[config.mk]
export PLATFORM = sky130hd
export DESIGN_NAME = fetch_unit
export DESIGN_NICKNAME = d
export VERILOG_FILES = /design/src/rtl/fetch_pkg.sv /design/src/rtl/fetch_buffer.sv /design/src/rtl/fetch_unit.sv
export SDC_FILE = /design/constraint.sdc
export NUM_CORES = 1
export LEC_CHECK = 0
export ABC_AREA = 1
export CELL_PAD_IN_SITES_DETAIL_PLACEMENT = 1
export CELL_PAD_IN_SITES_GLOBAL_PLACEMENT = 1
export CORE_ASPECT_RATIO = 1.2
export CORE_UTILIZATION = 36
export DETAILED_ROUTE_END_ITERATION = 16
export PLACE_DENSITY_LB_ADDON = 0.1
export SLEW_MARGIN = 0
export SYNTH_ARGS = -nofsm -noshare
export SYNTH_HDL_FRONTEND = slang
export SYNTH_SLANG_ARGS = --single-unit
export TNS_END_PERCENT = 30
[constraint.sdc]
create_clock -name clk -period 5.4 [get_ports clk]
set_clock_uncertainty 0.2 [all_clocks]
set_input_delay 0.81 -clock clk [delete_from_list [all_inputs] [get_ports clk]]
set_output_delay 0.81 -clock clk [all_outputs]
set_load 0.02 [all_outputs]
[src/rtl/fetch_pkg.sv]
// Shared types for the instruction-fetch stage; also used by main_decoder for pcsrc port typing.
package fetch_pkg;
   localparam int XLEN = 32;

   typedef enum logic [1:0] {
      PCSRC_SEQ    = 2'b00,
      PCSRC_BRANCH = 2'b01,
      PCSRC_JALR   = 2'b10
   } pcsrc_t;

   typedef enum logic [1:0] {
      BOOT = 2'd0,
      RUN  = 2'd1,
      HALT = 2'd2
   } fetch_state_t;

   function automatic logic [XLEN-1:0] pc_next(input logic [XLEN-1:0] p);
      return p + XLEN'(4);
   endfunction
endpackage

[src/rtl/fetch_buffer.sv]
// Circular instruction buffer between imem responses and decode; flush empties it in one cycle.
module fetch_buffer #(
   parameter int DEPTH = 2,
   parameter int W     = 32,
   localparam int CW   = $clog2(DEPTH + 1)
) (
   input  logic          clk,
   input  logic          rst,
   input  logic          i_push,
   input  logic [W-1:0]  i_data,
   input  logic          i_pop,
   input  logic          i_flush,
   output logic [W-1:0]  o_data,
   output logic [CW-1:0] o_count,
   output logic          o_empty
);
   localparam int AW = (DEPTH > 1) ? $clog2(DEPTH) : 1;

   logic [W-1:0]  r_mem [DEPTH];
   logic [AW-1:0] r_rd, r_wr;
   logic [CW-1:0] r_count;
   logic          w_pop, w_full;

   function automatic logic [AW-1:0] wrap_inc(input logic [AW-1:0] p);
      return (p == AW'(DEPTH - 1)) ? '0 : p + 1'b1;
   endfunction

   assign w_pop   = i_pop && (r_count != '0);
   assign w_full  = (r_count == CW'(DEPTH));
   assign o_data  = r_mem[r_rd];
   assign o_count = r_count;
   assign o_empty = (r_count == '0);

   always_ff @(posedge clk or posedge rst) begin
      if (rst) begin
         r_rd    <= '0;
         r_wr    <= '0;
         r_count <= '0;
         for (int i = 0; i < DEPTH; i++) r_mem[i] <= '0;
      end else if (i_flush) begin
         r_rd    <= '0;
         r_wr    <= '0;
         r_count <= '0;
      end else begin
         if (i_push) begin
            r_mem[r_wr] <= i_data;
            r_wr        <= wrap_inc(r_wr);
         end
         if (w_pop) r_rd <= wrap_inc(r_rd);
         r_count <= r_count + CW'(i_push) - CW'(w_pop);
      end
   end

   // The issue credit makes this unreachable; firing means the credit accounting broke.
   a_no_overflow: assert property (@(posedge clk) disable iff (rst)
      !(i_push && w_full && !i_pop && !i_flush));
endmodule

[src/rtl/fetch_unit.sv]
// Instruction fetch: PC, in-order imem reads, buffered delivery to decode, redirect/flush.
// Optional FETCH_MISALIGN_CHECK_EN: misaligned redirect target sets misalign_err and halts fetch.
module fetch_unit
   import fetch_pkg::*;
#(
   parameter logic [XLEN-1:0] RESET_PC  = 32'h0000_0000,
   parameter int              BUF_DEPTH = 2
) (
   input  logic            clk,
   input  logic            rst,
   output logic            imem_req,
   output logic [XLEN-1:0] imem_addr,
   input  logic            imem_rvalid,
   input  logic [XLEN-1:0] imem_rdata,
   output logic            instr_valid,
   input  logic            instr_ready,
   output logic [XLEN-1:0] instr,
   output logic [XLEN-1:0] pc,
   output logic [XLEN-1:0] pcplus4,
   input  logic [1:0]      pcsrc,
   input  logic [XLEN-1:0] immext,
   input  logic [XLEN-1:0] aluresult,
   output logic            misalign_err
);
   localparam int          CW      = $clog2(BUF_DEPTH + 1);
   localparam logic [CW:0] DEPTH_C = (CW + 1)'(BUF_DEPTH);

   fetch_state_t    r_state, w_state_nxt;
   logic [XLEN-1:0] r_fetch_pc, r_head_pc, w_target_raw, w_target, w_head_data;
   logic [CW-1:0]   r_outstanding, r_discard, w_count;
   logic [CW:0]     w_inflight;
   logic            w_empty, w_accept, w_redirect, w_misalign, w_rsp, w_push, w_issue;

   assign w_accept   = instr_valid && instr_ready;
   assign w_redirect = w_accept && (pcsrc == PCSRC_BRANCH || pcsrc == PCSRC_JALR);
   assign w_target_raw = (pcsrc == PCSRC_JALR) ? (aluresult & ~32'h1) : (r_head_pc + immext);

`ifdef FETCH_MISALIGN_CHECK_EN
   logic r_misalign_err;
   assign w_misalign   = w_redirect && (w_target_raw[1:0] != 2'b00);
   assign w_target     = w_target_raw;
   assign misalign_err = r_misalign_err;
   always_ff @(posedge clk or posedge rst) begin
      if (rst)             r_misalign_err <= 1'b0;
      else if (w_misalign) r_misalign_err <= 1'b1;
   end
`else
   assign w_misalign   = 1'b0;
   assign w_target     = w_target_raw & ~32'h3;
   assign misalign_err = 1'b0;
`endif

   // Responses are meaningless in BOOT (anything arriving belongs to a pre-reset request).
   assign w_rsp      = imem_rvalid && (r_state != BOOT) && (r_outstanding != '0);
   assign w_push     = w_rsp && (r_discard == '0) && !w_redirect && (r_state == RUN);
   assign w_inflight = {1'b0, r_outstanding} + {1'b0, w_count};

   always_comb begin
      w_state_nxt = r_state;
      w_issue     = 1'b0;
      case (r_state)
         BOOT: w_state_nxt = RUN;
         RUN: begin
            w_issue = !w_redirect && (w_inflight < DEPTH_C);
            if (w_misalign) w_state_nxt = HALT;
         end
         default: w_state_nxt = r_state;
      endcase
   end

   always_ff @(posedge clk or posedge rst) begin
      if (rst) r_state <= BOOT;
      else     r_state <= w_state_nxt;
   end

   always_ff @(posedge clk or posedge rst) begin
      if (rst) begin
         r_fetch_pc    <= RESET_PC;
         r_head_pc     <= RESET_PC;
         r_outstanding <= '0;
         r_discard     <= '0;
      end else begin
         r_outstanding <= r_outstanding + CW'(w_issue) - CW'(w_rsp);
         if (w_redirect) begin
            r_fetch_pc <= w_target;
            r_head_pc  <= w_target;
            // Everything still in flight after this edge is stale.
            r_discard  <= r_outstanding - CW'(w_rsp);
         end else begin
            if (w_issue)  r_fetch_pc <= pc_next(r_fetch_pc);
            if (w_accept) r_head_pc  <= pc_next(r_head_pc);
            if (w_rsp && r_discard != '0) r_discard <= r_discard - 1'b1;
         end
      end
   end

   fetch_buffer #(.DEPTH(BUF_DEPTH), .W(XLEN)) u_buf (
      .clk     (clk),
      .rst     (rst),
      .i_push  (w_push),
      .i_data  (imem_rdata),
      .i_pop   (w_accept),
      .i_flush (w_redirect),
      .o_data  (w_head_data),
      .o_count (w_count),
      .o_empty (w_empty)
   );

   assign imem_req    = w_issue;
   assign imem_addr   = r_fetch_pc;
   assign instr_valid = (r_state == RUN) && !w_empty;
   assign instr       = w_empty ? '0 : w_head_data;
   assign pc          = r_head_pc;
   assign pcplus4     = pc_next(r_head_pc);
endmodule
# After elaboration in Yosys (flattened, before gate mapping)
# Index checks and enable logic that the tools add are counted.
# Widths: inputs -> output; s select.
[op_classes] muxes=22 n_reduce_logical=27 bitwise_logic=3 magnitude_cmp=4 add_sub_neg=12 n_eq_ne=2
[op_table] cell="$mux 32" n=10
[op_table] cell="$add 32x3->32 const B" n=2
[op_table] cell="$bwmux 64" n=1
[op_table] cell="$add 32x32->32" n=1
[op_table] cell="$demux 32 s1" n=1
[op_table] cell="$reduce_bool 2->1" n=8
[op_table] cell="$logic_and 1x1->1" n=12
[op_table] cell="$mux 1" n=7
[op_table] cell="$logic_not 2->1" n=3
[op_table] cell="$mux 2" n=3
[op_table] cell="$sub 2x1->2" n=3
[op_table] cell="$add 2x1->2" n=2
[op_table] cell="$ge 2x2->1 const B" n=2
[op_table] cell="$not 1->2" n=2
[op_table] cell="$add 2x2->3" n=1
[op_table] cell="$lt 3x2->1 const B" n=1
[op_table] cell="$add 1x1->1 const B" n=2
[op_table] cell="$eq 2x1->1 const B" n=1
[op_table] cell="$eq 2x2->1 const B" n=1
[op_table] cell="$logic_not 1->1" n=2
[op_table] cell="$lt 2x1->1 const B" n=1
[op_table] cell="$reduce_and 2->1" n=1
[op_table] cell="$sub 2x1->2 const B" n=1
[op_table] cell="$logic_or 1x1->1" n=1
[op_table] cell="$not 1->1" n=1
[totals] ff_bits=137

# Logic depth before layout (Yosys ltp)
[logic_depth] depth_word=11 mapped_depth=15 depth_no_buf=15

# Hierarchy
# A second synthesis with hierarchy kept.
[hier_totals] cells_unflattened=1602 hier_area_um2=10581.4
[modules_own_cells] module="fetch_unit" seq_area_each_um2=1626.6 area_per_inst_um2=7315.8 cells_each=1229 n_inst=1
[modules_own_cells] module="fetch_buffer" seq_area_each_um2=1701.6 area_per_inst_um2=3265.6 cells_each=373 n_inst=1

# Worst setup path before layout
# Ideal clock, no wire load.
[synth_path] path_type="input-to-output" startpoint="in pcsrc[0]" endpoint="out imem_req" path_buffers=2 cell_stages=8 t_arrival_ps=1927 path_slack_ps=2463 path_cell_list="inv_1 -> ha_1 -> nor2_8 -> inv_2 -> buf_6 -> buf_4 -> nand2_2 -> inv_1"
[synth_between] elab_chain_cells=6
[synth_rtl] element="start, declared" line="fetch_unit.sv:20" source="input logic [1:0] pcsrc,"
[synth_rtl] element="$eq 2x1->1 or $eq 2x2->1 (tied branches)" line="fetch_unit.sv:35" source="assign w_redirect = w_accept && (pcsrc == PCSRC_BRANCH || pcsrc == PCSRC_JALR);"
[synth_rtl] element="$logic_or 1x1->1 *" line="fetch_unit.sv:35"
[synth_rtl] element="$logic_and 1x1->1 *" line="fetch_unit.sv:35"
[synth_rtl] element="$logic_not 1->1 *" line="fetch_unit.sv:64" source="w_issue = !w_redirect && (w_inflight < DEPTH_C);"
[synth_rtl] element="$logic_and 1x1->1 *" line="fetch_unit.sv:64"
[synth_rtl] element="$mux 1 *" line="fetch_unit.sv:61" source="case (r_state)"
[synth_rtl] element="end, declared" line="fetch_unit.sv:11" source="output logic imem_req,"
# Mark *: on every way between the ends. The rest lies on a longest branch, timed or not.

# Worst setup path after layout
[layout_path] startpoint="reg u_buf.r_rd" endpoint="out instr[11]"
[layout_between] elab_chain_cells=5
[layout_rtl] element="start, declared" line="fetch_buffer.sv:20" source="logic [AW-1:0] r_rd, r_wr;"
[layout_rtl] element="start signal, assigned" line="fetch_buffer.sv:49" source="if (w_pop) r_rd <= wrap_inc(r_rd);"
[layout_rtl] element="$not 1->2 (implied by the code)" line="fetch_buffer.sv:30" source="assign o_data = r_mem[r_rd];"
[layout_rtl] element="$mux 32 (implied by the code) (3 in a row)" line="fetch_buffer.sv:30"
[layout_rtl] element="$mux 32" line="fetch_unit.sv:112" source="assign instr = w_empty ? '0 : w_head_data;"
[layout_rtl] element="end, declared" line="fetch_unit.sv:17" source="output logic [XLEN-1:0] instr,"
# No other way between the ends. The select of a mux whose other input is x is not followed.

==> metrics.md <==
| Metric | Value |
|---|---|
| Sequential fraction of the synthesis area | `32.9%` |
| Skew-Pair Late Insertion Delay | `0.43 ns` |
| Total power draw | `8.24 mW` |
| DR WL met2 | `19400 um` |
| Root Buffer | `clkbuf_16` |
| Final Hold Vio Count | `0` |
| Critical Path Source | `u_buf.r_rd` |
| RSZ-0062 raised after global routing | `no` |
| TritonCTS Sinks | `133` |
| Status | `completed` |
| Largest net degree at the start of global routing | `105` |
| Post-CTS resize count | `0` |
| Commonest non-fill, non-tap cell in the layout | `nand2_1` |
| Grt ovf | `0` |
| R2R Setup Slk | `2.02 ns` |
| Max-cap viol count | `0` |
| Initial Util | `37.0%` |
| DR WL/cell | `17.6 um` |
| Final Util | `48.7%` |
| Worst hold slack | `0.281 ns` |
| Yosys warns | `0` |
| Chip height | `186 um` |
| Top sig layer | `met4` |
| GR Util All Layers | `26.3%` |
| Hold Path End | `u_buf.r_mem[25]` |
| #FFs+latches synth | `133` |
| Highest clock rate | `0.244 GHz` |
| Area Overhead vs Synth | `31.4%` |
| Hold_buf cts | `0` |
| Vias in the first global route | `11.1k` |
| Crit. End Element | `primary output` |
| Slew margin rel. | `33.0%` |
| Min cycle time layout | `4.10 ns` |
| Number of port buffers | `221` |
| Drt first-iter violations | `423` |
| Synth Flop Type | `dfrtp_1` |
| Post-Syn Area per Cell | `6.63 um2` |
| Cell Area, Synth | `0.0101 mm2` |
| Met3 Wirelength | `1110 um` |
| Number of diodes | `0` |
| Final nets | `1870` |
| Initial antenna violation count | `0` |
| Top-area cell type share of the netlist area | `32.9%` |
| Cell area power density | `620 mW/mm2` |
| CTS buffer count | `17` |
| DR pass1 iterations | `5` |
| VDD IR-drop max | `251 uV` |
| DRC | `0` |
| FFs w/ async S/R, synth | `100%` |
| Die area | `0.0288 mm2` |
| Setup TNS | `0 ns` |
| Final wirelength | `37300 um` |
| CTS max path bufs | `2` |
| Synth top area cells | `dfrtp_1 33%, nand2_1 18%, inv_1 7.9%` |
| H-tree lvl count | `4` |
| Leak | `6.70 nW` |
| Register Area | `0.00333 mm2` |
| Clock slew at reported path FFs | `0.06 ns` |
| Crit path DAT | `3.09 ns` |
| R2r worst-path depth | `13` |
| Critical Path Source Type | `flip-flop` |
| CTS tree | `built` |
| Vias/cell | `5.06` |
| IO Count | `233` |
| DRT met1 WL | `15600 um` |
| Cell Rows | `66` |
| Via count | `10.7k` |
| Reg2reg end | `imem_addr[4]` |
| Worst slew pin tran | `1.01 ns` |
| R2r startpoint | `u_buf.o_count[1]` |
| Core area | `0.0273 mm2` |
| Commonest non-fill, non-tap cells in the layout | `477 x nand2_1, 221 x clkdlybuf4s50_1, 213 x inv_1` |
| Synth unique cells | `48` |
| Share of cells above drive strength 1 | `5.11%` |
| Hold Crit Depth | `2` |
| Critical Path RT | `4.39 ns` |
| DP Wirelength | `29100 um` |
| Placer Congestion | `0.951` |
| First-pass GRT wire length | `58300 um` |
| WS Path Type | `flip-flop to primary output` |
| Multi-input logic area | `0.00567 mm2` |
| Die Wd | `155 um` |
| Final setup fails | `0` |
| Cells after Synth | `1527` |
| Period utilisation layout | `76.0%` |
| Cell taking the most area after synthesis | `dfrtp_1` |
| Worst min-delay path startpoint | `u_buf.r_mem[25]` |
| Critical-path maximum fanout | `33` |
| Setup Buffers After CTS | `0` |
| Post-synth EDFFs | `0` |
| Antenna Nets Post-Route | `0` |
| Filler cells | `3494` |
| Hold Path Class | `flip-flop to flip-flop` |
| Slew Viols, Final | `0` |
==> Yosys cell counts, types with 3 or more instances <==
cell and number:
nor3b_1 4, a2bb2oi_1 7, a31oi_1 7, nand3_1 63
o21ai_0 83, clkbuf_1 25, a22oi_1 13, xnor2_1 6
nor3_1 19, nor2_1 161, nand3b_1 5, o21ai_1 22
ha_1 37, o211ai_1 7, buf_2 12, nand2_2 3
nand2_1 477, buf_6 8, a21boi_1 5, a21o_1 3
a21oi_1 83, nand4_1 17, o21ai_2 23, buf_4 11
xor2_1 43, inv_2 4, dfrtp_1 133, o21bai_1 6
inv_1 214
==> worst max-delay path, cell delays in order, from the launching register on <==
cell	delay (ns)
dfrtp_1	0.32
buf_4	0.36
clkinv_1	0.81
buf_4	0.46
nand2_1	0.07
a21oi_1	0.06
clkdlybuf4s50_1	0.57
==> flip-flops by register name, summed over array words and instances, names as in the netlist <==
| name | cells |
|---|---|
| u_buf.o_count | 2 |
| u_buf.r_mem | 64 |
| r_state | 1 |
| u_buf.r_wr | 1 |
| r_discard | 2 |
| imem_addr | 30 |
| pc | 30 |
| r_outstanding | 2 |
| u_buf.r_rd | 1 |
==> how the worst max path moves through the flow <==
stage | to | slack, ns
after floorplan | imem_addr[10] | 0.84
after global placement | imem_req | 1.36
after detailed placement | imem_req | 1.36
after CTS | instr[11] | 1.20
after global routing | instr[13] | 1.09
final | instr[11] | 1.30
==> final cells by class <==
cell class | instances | share of cell area [%]
Inverter | 219 | 6.22
Clock inverter | 11 | 1.64
Multi-Input combinational cell | 1125 | 42.6
Clock buffer | 21 | 3.61
Timing Repair Buffer | 234 | 17.4
Sequential cell | 133 | 25.0
Tap cell | 374 | 3.52
==> stage by stage <==
| stage | instances | instance area, um2 | setup slack [ns] |
|---|---|---|---|
| 6_report | 2117 | 13300 | 1.30 |
| 5_1_grt | 2117 | 13300 | 1.09 |
| 4_1_cts | 2117 | 13300 | 1.20 |
| 3_5_place_dp | 2085 | 12600 | 1.36 |
| 3_3_place_gp | 2085 | 12600 | 1.36 |
| 2_1_floorplan | 1533 | 10100 | 0.836 |
==> cell families (layout without fill, tap and decap cells) <==
logic type / Yosys count / after routing / synth area share (%)
other: 2 / 8 / 0.0742
flip-flops: 133 / 133 / 32.9
AND/OR/NAND/NOR: 766 / 766 / 31.5
buffers and inverters: 275 / 485 / 11.3
XOR/XNOR: 49 / 49 / 4.24
adder cells (fa/ha/maj): 38 / 38 / 4.77
AO/OA/AOI/OAI: 264 / 264 / 15.2
==> where the power goes <==
| group | total (mW) | switching [mW] | internal, mW | leakage, nW |
|---|---|---|---|---|
| clock | 1.38 | 0.459 | 0.918 | 0.336 |
| combinational | 4.86 | 2.95 | 1.91 | 4.74 |
| sequential | 2.01 | 0.555 | 1.45 | 1.62 |
| total | 8.24 | 3.96 | 4.28 | 6.70 |
==> layer usage <==
layer / vias up / GRT usage, %
li1: 5228 / -
met1: 5187 / 30.1
met2: 242 / 49.5
met3: 59 / 2.91
met4: 0 / 10.9
met5: - / 0
(Power assumes the default switching activity.)
